**src/rtl/pipe_stage_reg.sv**
```systemverilog
// Pipeline-stage register carrying a payload and control field over a valid/ready handshake.
// Optional performance counters are enabled by defining PIPE_STAGE_PERF_EN.
module pipe_stage_reg #(
    parameter int PAY_W = 133,
    parameter int CTL_W = 3,
    parameter int SKID  = 1
) (
    input  logic             clk,
    input  logic             reset,
    input  logic             flush,
    input  logic             in_valid,
    output logic             in_ready,
    input  logic [CTL_W-1:0] in_ctl,
    input  logic [PAY_W-1:0] in_pay,
    output logic             out_valid,
    input  logic             out_ready,
    output logic [CTL_W-1:0] out_ctl,
    output logic [PAY_W-1:0] out_pay
`ifdef PIPE_STAGE_PERF_EN
    ,
    output logic [31:0]      stall_cnt,
    output logic [31:0]      flush_cnt
`endif
);

    logic             main_valid_q, main_valid_d;
    logic [CTL_W-1:0] main_ctl_q,   main_ctl_d;
    logic [PAY_W-1:0] main_pay_q,   main_pay_d;
    logic             skid_valid_q, skid_valid_d;
    logic [CTL_W-1:0] skid_ctl_q,   skid_ctl_d;
    logic [PAY_W-1:0] skid_pay_q,   skid_pay_d;

    logic accept;
    logic consume;

    assign consume = main_valid_q & out_ready;
    assign accept  = in_valid & in_ready;

    // Ready: registered from skid occupancy, or combinational pass-through without skid.
    always_comb begin
        if (SKID != 0) begin
            in_ready = !skid_valid_q;
        end else begin
            in_ready = !main_valid_q | out_ready;
        end
    end

    // Next-state: flush kills everything, otherwise FIFO move between in, skid and main.
    always_comb begin
        main_valid_d = main_valid_q;
        main_ctl_d   = main_ctl_q;
        main_pay_d   = main_pay_q;
        skid_valid_d = skid_valid_q;
        skid_ctl_d   = skid_ctl_q;
        skid_pay_d   = skid_pay_q;
        if (flush) begin
            main_valid_d = 1'b0;
            main_ctl_d   = '0;
            skid_valid_d = 1'b0;
            skid_ctl_d   = '0;
        end else if (consume) begin
            if (skid_valid_q) begin
                main_valid_d = 1'b1;
                main_ctl_d   = skid_ctl_q;
                main_pay_d   = skid_pay_q;
                skid_valid_d = 1'b0;
                skid_ctl_d   = '0;
            end else if (accept) begin
                main_valid_d = 1'b1;
                main_ctl_d   = in_ctl;
                main_pay_d   = in_pay;
            end else begin
                main_valid_d = 1'b0;
                main_ctl_d   = '0;
            end
        end else if (accept) begin
            if (main_valid_q) begin
                if (SKID != 0) begin
                    skid_valid_d = 1'b1;
                    skid_ctl_d   = in_ctl;
                    skid_pay_d   = in_pay;
                end
            end else begin
                main_valid_d = 1'b1;
                main_ctl_d   = in_ctl;
                main_pay_d   = in_pay;
            end
        end
    end

    // State registers; reset clears entries and payloads.
    always_ff @(posedge clk) begin
        if (reset) begin
            main_valid_q <= 1'b0;
            main_ctl_q   <= '0;
            main_pay_q   <= '0;
            skid_valid_q <= 1'b0;
            skid_ctl_q   <= '0;
            skid_pay_q   <= '0;
        end else begin
            main_valid_q <= main_valid_d;
            main_ctl_q   <= main_ctl_d;
            main_pay_q   <= main_pay_d;
            skid_valid_q <= skid_valid_d;
            skid_ctl_q   <= skid_ctl_d;
            skid_pay_q   <= skid_pay_d;
        end
    end

    // Outputs come straight from registers; control is gated so bubbles are inert.
    always_comb begin
        out_valid = main_valid_q;
        out_ctl   = main_valid_q ? main_ctl_q : '0;
        out_pay   = main_pay_q;
    end

`ifdef PIPE_STAGE_PERF_EN
    logic [31:0] stall_cnt_q, stall_cnt_d;
    logic [31:0] flush_cnt_q, flush_cnt_d;

    // Saturating counters for downstream stalls and flushes that kill live entries.
    always_comb begin
        stall_cnt_d = stall_cnt_q;
        flush_cnt_d = flush_cnt_q;
        if (main_valid_q && !out_ready && stall_cnt_q != 32'hFFFF_FFFF) begin
            stall_cnt_d = stall_cnt_q + 32'd1;
        end
        if (flush && (main_valid_q || skid_valid_q) && flush_cnt_q != 32'hFFFF_FFFF) begin
            flush_cnt_d = flush_cnt_q + 32'd1;
        end
    end

    // Counter registers, cleared only by reset.
    always_ff @(posedge clk) begin
        if (reset) begin
            stall_cnt_q <= '0;
            flush_cnt_q <= '0;
        end else begin
            stall_cnt_q <= stall_cnt_d;
            flush_cnt_q <= flush_cnt_d;
        end
    end

    assign stall_cnt = stall_cnt_q;
    assign flush_cnt = flush_cnt_q;
`endif

endmodule

```
**config.mk**
```make
export PLATFORM = sky130hd
export DESIGN_NAME = pipe_stage_reg
export DESIGN_NICKNAME = d
export VERILOG_FILES = /design/src/rtl/pipe_stage_reg.sv
export SDC_FILE = /design/constraint.sdc
export NUM_CORES = 1
export LEC_CHECK = 0
export BUFFER_PORTS_ARGS = -buffer_cell sky130_fd_sc_hd__buf_4
export CORE_ASPECT_RATIO = 1.5
export CORE_MARGIN = 2
export CORE_UTILIZATION = 30
export CTS_BUF_LIST = sky130_fd_sc_hd__clkbuf_4 sky130_fd_sc_hd__clkbuf_8
export CTS_CLUSTER_SIZE = 25
export DETAILED_ROUTE_END_ITERATION = 12
export PLACE_DENSITY = 0.49
export SLEW_MARGIN = 10
export SYNTH_ARGS = -nofsm -noshare
export SYNTH_HDL_FRONTEND = slang
export SYNTH_SLANG_ARGS = --single-unit
```
**constraint.sdc**
```tcl
create_clock -name clk -period 3.9 [get_ports clk]
set_input_delay 1.17 -clock clk [delete_from_list [all_inputs] [get_ports clk]]
set_output_delay 1.17 -clock clk [all_outputs]
set_load 0.005 [all_outputs]
```
==> flow_summary.ini, run 1 <==
[yosys]
synth_nets = 1513
ys_types = 25
syn_inst = 1372
avgSynthCellArea_um2 = 7.76
synth_top_area_cell = dfxtp_1
synth_top_area_share_pct = 51.5
syn_area_mm2 = 0.0106
synth_area_leaders = dfxtp_1, nand2_1, a311oi_1
synth-seq-cells = 274
yosysSeqAreaShare_pct = 51.5
synth-warning-count = 0

[placement]
place_inst = 2017
gp_congestion = 0.751
port_buffers = 278
place_hpwl_mm = 20.3
pre_cts_ws_ps = 831
dpl_cell_area_mm2 = 0.0130

[timing]
hold_slack_ps = 453
setup_viol = 0
setup_slack_ps = 1190
fmax_mhz = 369
timing.slew.headroom_pct = 39.7
finalSetupTns_ps = 0
finalMaxSlewViolations = 0
period_needed_ps = 2710
rsz0062_at_grt = false
clock_skew_ps = 19.5
worstMarginPinSlew_ps = 905
timing.final.crit_share_pct = 69.4
finalHoldViolCount = 0

[clocking]
ctsHoldBuffers = 0
post_cts_resized = 0
ctsHtreeMaxLevel = 2
clock_sinks = 274
cts_tree = built
cts_root_buf = clkbuf_8
clkLatencyLatePin_ps = 570
path_clk_slew_ps = 60
numCtsBuffers = 44
clockBufferDepth = 3
cts_setup_buffers = 0

[pwr]
leakagePower_nw = 5.42
p_sw_mw = 1.47
p_int_mw = 4.64
pwr-share-seq_pct = 48.8
p_clk_share_pct = 41.4
power.density_mw_per_mm2 = 439
swShare_pct = 24.0
ir_drop_mv = 0.208
power_mw = 6.11
p_comb_share_pct = 9.8

[global_route]
grt_pass1_wl_mm = 51.4
grt_pass1_vias = 9310
grtUsageMet1_pct = 21.0
grtUsageMet2_pct = 30.1
antenna_found_initial = 1
overflow = 0
grtUsageTotal_pct = 17.4
use_met3_pct = 4.04
top_usage_layer = met2
grt_max_degree = 147

[cells_and_area]
nFillCells = 3730
final_common_cell = nand2_1
fin_util_pct = 39.8
design_area_mm2 = 0.0139
drive_above_1_share_pct = 23.0
syn_to_final_growth_pct = 30.7
nNetsFinal = 1731
most-common-layout-cells = nand2_1, buf_4, dfxtp_1
fin_cells = 2091

[critical_path]
worstSetupPathType = flip-flop to output port
worstPathRequired_ps = 2730
reg2reg_depth = 5
cp.arrival_ps = 1540
rrSetupSlack_ps = 1410
endpoint_kind = output port
rr_startpoint = skid_valid_q
reg2reg_to = skid_pay_q[82]
crit_fanout = 14
start_kind = flip-flop

[run_status]
status = finished clean

[detailed_routing]
totalWireLength_mm = 32.9
drc_errors = 0
wire_per_inst_um = 15.8
route.vias.total = 9969
firstDrtPassIters = 5
ant_nets = 0
via_per_inst = 4.77
drt_iter0_markers = 547

[floorplan]
io_pins = 279
die_width_um = 158
std_cell_rows = 84
initial_core_util_pct = 30.4
die_area_mm2 = 0.0370
core_mm2 = 0.0350
die_h_um = 235

[hold_path]
whs_path_depth = 2
hold_path_class = flip-flop to flip-flop
hold_end = skid_pay_q[131]
hp-start = skid_pay_q[131]

[flow_run]
maxCapViolCount = 0
[per-layer routing]
metal | part of all wire [%] | vias up | routed length [um]
li1 | - | 5043 | -
met1 | 41 | 4607 | 13400
met2 | 51 | 267 | 16800
met3 | 6.2 | 52 | 2060
met4 | 2.3 | 0 | 752
met5 | 0 | - | 0
[area by class of cell]
type	count	area, um^2	share of cell area, %
tap	473	592	4.25
inverter	2	7.51	0.0540
antenna	1	2.50	0.0180
clock buffer	73	892	6.41
sequential	274	5490	39.4
multi-input combinational	977	4630	33.3
timing repair buffer	291	2300	16.6
[worst max path at each step]
stage,endpoint,cells after the start,from
3_5_place_dp,skid_pay_q[82],6,out_ready
2_1_floorplan,skid_pay_q[62],7,out_ready
3_3_place_gp,skid_pay_q[33],6,out_ready
6_report,out_ctl[1],2,out_valid
5_1_grt,out_ctl[1],2,out_valid
4_1_cts,out_ctl[1],2,out_valid
[worst max-delay path: stages (launching register included)]
cell and delay [ps]:
dfxtp_1 620, and2_1 240, buf_4 120
[cells in the mapped netlist, drive strengths merged]
cell,number
nand2,541
dfxtp,274
nor2,140
a21oi,138
a311oi,133
clkbuf,64
buf,55
o21ai,5
a22oi,3
and2,3
nand2b,3
o221ai,3
inv,2
nor3,2
a211oi,1
a21bo,1
nand3,1
nor2b,1
or2,1
or3,1
[cell families (layout without fill, tap and decap cells)]
family,Yosys count,in the layout,synth area share (%)
buffers and inverters,121,366,5.21
DFF,274,274,51.5
and+or+nand+nor,693,693,24.8
AOI/OAI and AO/OA,284,284,18.4
other,0,1,0
[registers in the layout, indices dropped and copies added (netlist names)]
signal / count
skid_pay_q: 133
skid_valid_q: 1
skid_ctl_q: 3
out_pay: 133
main_ctl_q: 3
out_valid: 1
[power by group through the flow]
| stage | combinational [mW] | clock, mW | sequential (mW) |
|---|---|---|---|
| floorplan | 0.259 | 0 | 3.03 |
| global placement | 0.608 | 0 | 3.04 |
| detailed placement | 0.614 | 0 | 3.04 |
| CTS | 0.614 | 2.63 | 2.98 |
| global route | 0.671 | 2.76 | 2.99 |
| finish | 0.600 | 2.53 | 2.98 |
(Power assumes the default switching activity.)
==> run 2, diff against run 1 <==
==> constraint.sdc (replaced) <==
create_clock -name clk -period 2.73 [get_ports clk]
set_input_delay 0.819 -clock clk [delete_from_list [all_inputs] [get_ports clk]]
set_output_delay 0.819 -clock clk [all_outputs]
set_load 0.005 [all_outputs]
==> flow_summary.ini, run 2 (same netlist as run 1, synthesis figures left out) <==
[run_status]
status = finished clean

[cells_and_area]
most-common-layout-cells = nand2_1, buf_4, dfxtp_1
fin_util_pct = 40.0
nFillCells = 3692
fin_cells = 2095
final_common_cell = nand2_1
nNetsFinal = 1739
ff_latch_area_mm2 = 0.00549
drive_above_1_share_pct = 23.2
multi_input_area_mm2 = 0.00463
syn_to_final_growth_pct = 31.7

[detailed_routing]
wire_per_inst_um = 15.9
drc_errors = 0
via_per_inst = 4.80
drt_iter0_markers = 554
totalWireLength_mm = 33.3
route.vias.total = 10100
firstDrtPassIters = 5
ant_nets = 0

[clocking]
path_clk_slew_ps = 60
clkLatencyLatePin_ps = 560
ctsHtreeMaxLevel = 2
post_cts_resized = 0
cts_setup_buffers = 0
numCtsBuffers = 46
cts_tree = built
clock_sinks = 274
clockBufferDepth = 3
ctsHoldBuffers = 0
cts_root_buf = clkbuf_8

[floorplan]
die_area_mm2 = 0.0370
die_h_um = 235
io_pins = 279
std_cell_rows = 84
die_width_um = 158
core_mm2 = 0.0350
initial_core_util_pct = 30.4

[critical_path]
cp_top_family = flip-flops
cp.arrival_ps = 1520
path_cells = and2_1 -> buf_4
endpoint_kind = output port
rr_startpoint = out_valid
worstSetupPathType = flip-flop to output port
reg2reg_to = skid_pay_q[71]
start_kind = flip-flop
worstPathRequired_ps = 1910
crit_buf_inv = 1
reg2reg_depth = 5
crit_fanout = 14
critPathSlowestCell = dfxtp_1
rrSetupSlack_ps = 520
slowest_delay_ps = 630

[timing]
clock_skew_ps = 8.36
worstMarginPinSlew_ps = 803
timing.final.crit_share_pct = 85.5
timing.slew.headroom_pct = 46.5
period_needed_ps = 2340
setup_slack_ps = 395
setup_viol = 0
hold_slack_ps = 453
finalSetupTns_ps = 0
fmax_mhz = 428
rsz0062_at_grt = false
finalMaxSlewViolations = 0
finalHoldViolCount = 0

[hold_path]
hold_end = skid_pay_q[82]
hold_path_class = flip-flop to flip-flop
whs_path_depth = 2
hp-start = skid_pay_q[82]

[pwr]
ir_drop_mv = 0.411
power.density_mw_per_mm2 = 621
leakagePower_nw = 5.46

[global_route]
antenna_found_initial = 1
grtUsageTotal_pct = 17.5
grt_pass1_vias = 9467
grt_pass1_wl_mm = 52.1
grt_max_degree = 134
overflow = 0

[placement]
place_hpwl_mm = 20.6
gp_congestion = 0.724
pre_cts_ws_ps = 432
place_inst = 2023
port_buffers = 278

[flow_run]
maxCapViolCount = 0
[run 2: tightest hold or removal path, stage by stage, from the launching register on]
cell     delay, ps
dfxtp_1        310
nand2_1         50
a21oi_1         50
[run 2: stage by stage]
step	cell area, um^2	total power, mW
floorplan	10600	4.70
detailed placement	13100	5.24
global placement	13100	5.23
global route	14000	9.10
finish	14000	8.70
CTS	14000	8.87
[run 2: how the worst max path moves through the flow]
stage / start / end / slack (ps) / depth (start not counted)
2_1_floorplan: out_ready / skid_pay_q[62] / 710 / 7
3_3_place_gp: in_valid / out_pay[52] / 460 / 7
3_5_place_dp: in_valid / out_pay[39] / 430 / 7
4_1_cts: skid_valid_q / in_ready / 320 / 2
5_1_grt: skid_valid_q / in_ready / 270 / 2
6_report: out_valid / out_ctl[0] / 390 / 2
[run 2: cell type report]
class	count	area share, %
Tap cell	473	4.22
Clock inverter	2	0.0893
Sequential cell	274	39.2
Antenna cell	1	0.0179
Multi-Input combinational cell	977	33.1
Timing Repair Buffer	297	17.3
Clock buffer	69	6.11
Inverter	2	0.0536
[run 2: metal layers]
layer | share of wire [%] | track usage (%) | vias up | wire [um]
met3 | 6.0 | 4.13 | 53 | 2000
met2 | 52 | 31.1 | 265 | 17300
met1 | 40 | 20.5 | 4692 | 13300
met4 | 2.2 | 5.45 | 0 | 742
met5 | 0 | 0 | - | 0
li1 | - | - | 5055 | -
[run 2: where the power goes]
group          leakage [nW]  total, mW  internal, mW  switching [mW]
registers              2.23       4.26          4.16           0.101
logic                  2.77      0.878         0.454           0.423
clock network         0.461       3.56          1.97            1.59
total                  5.46       8.70          6.58            2.12
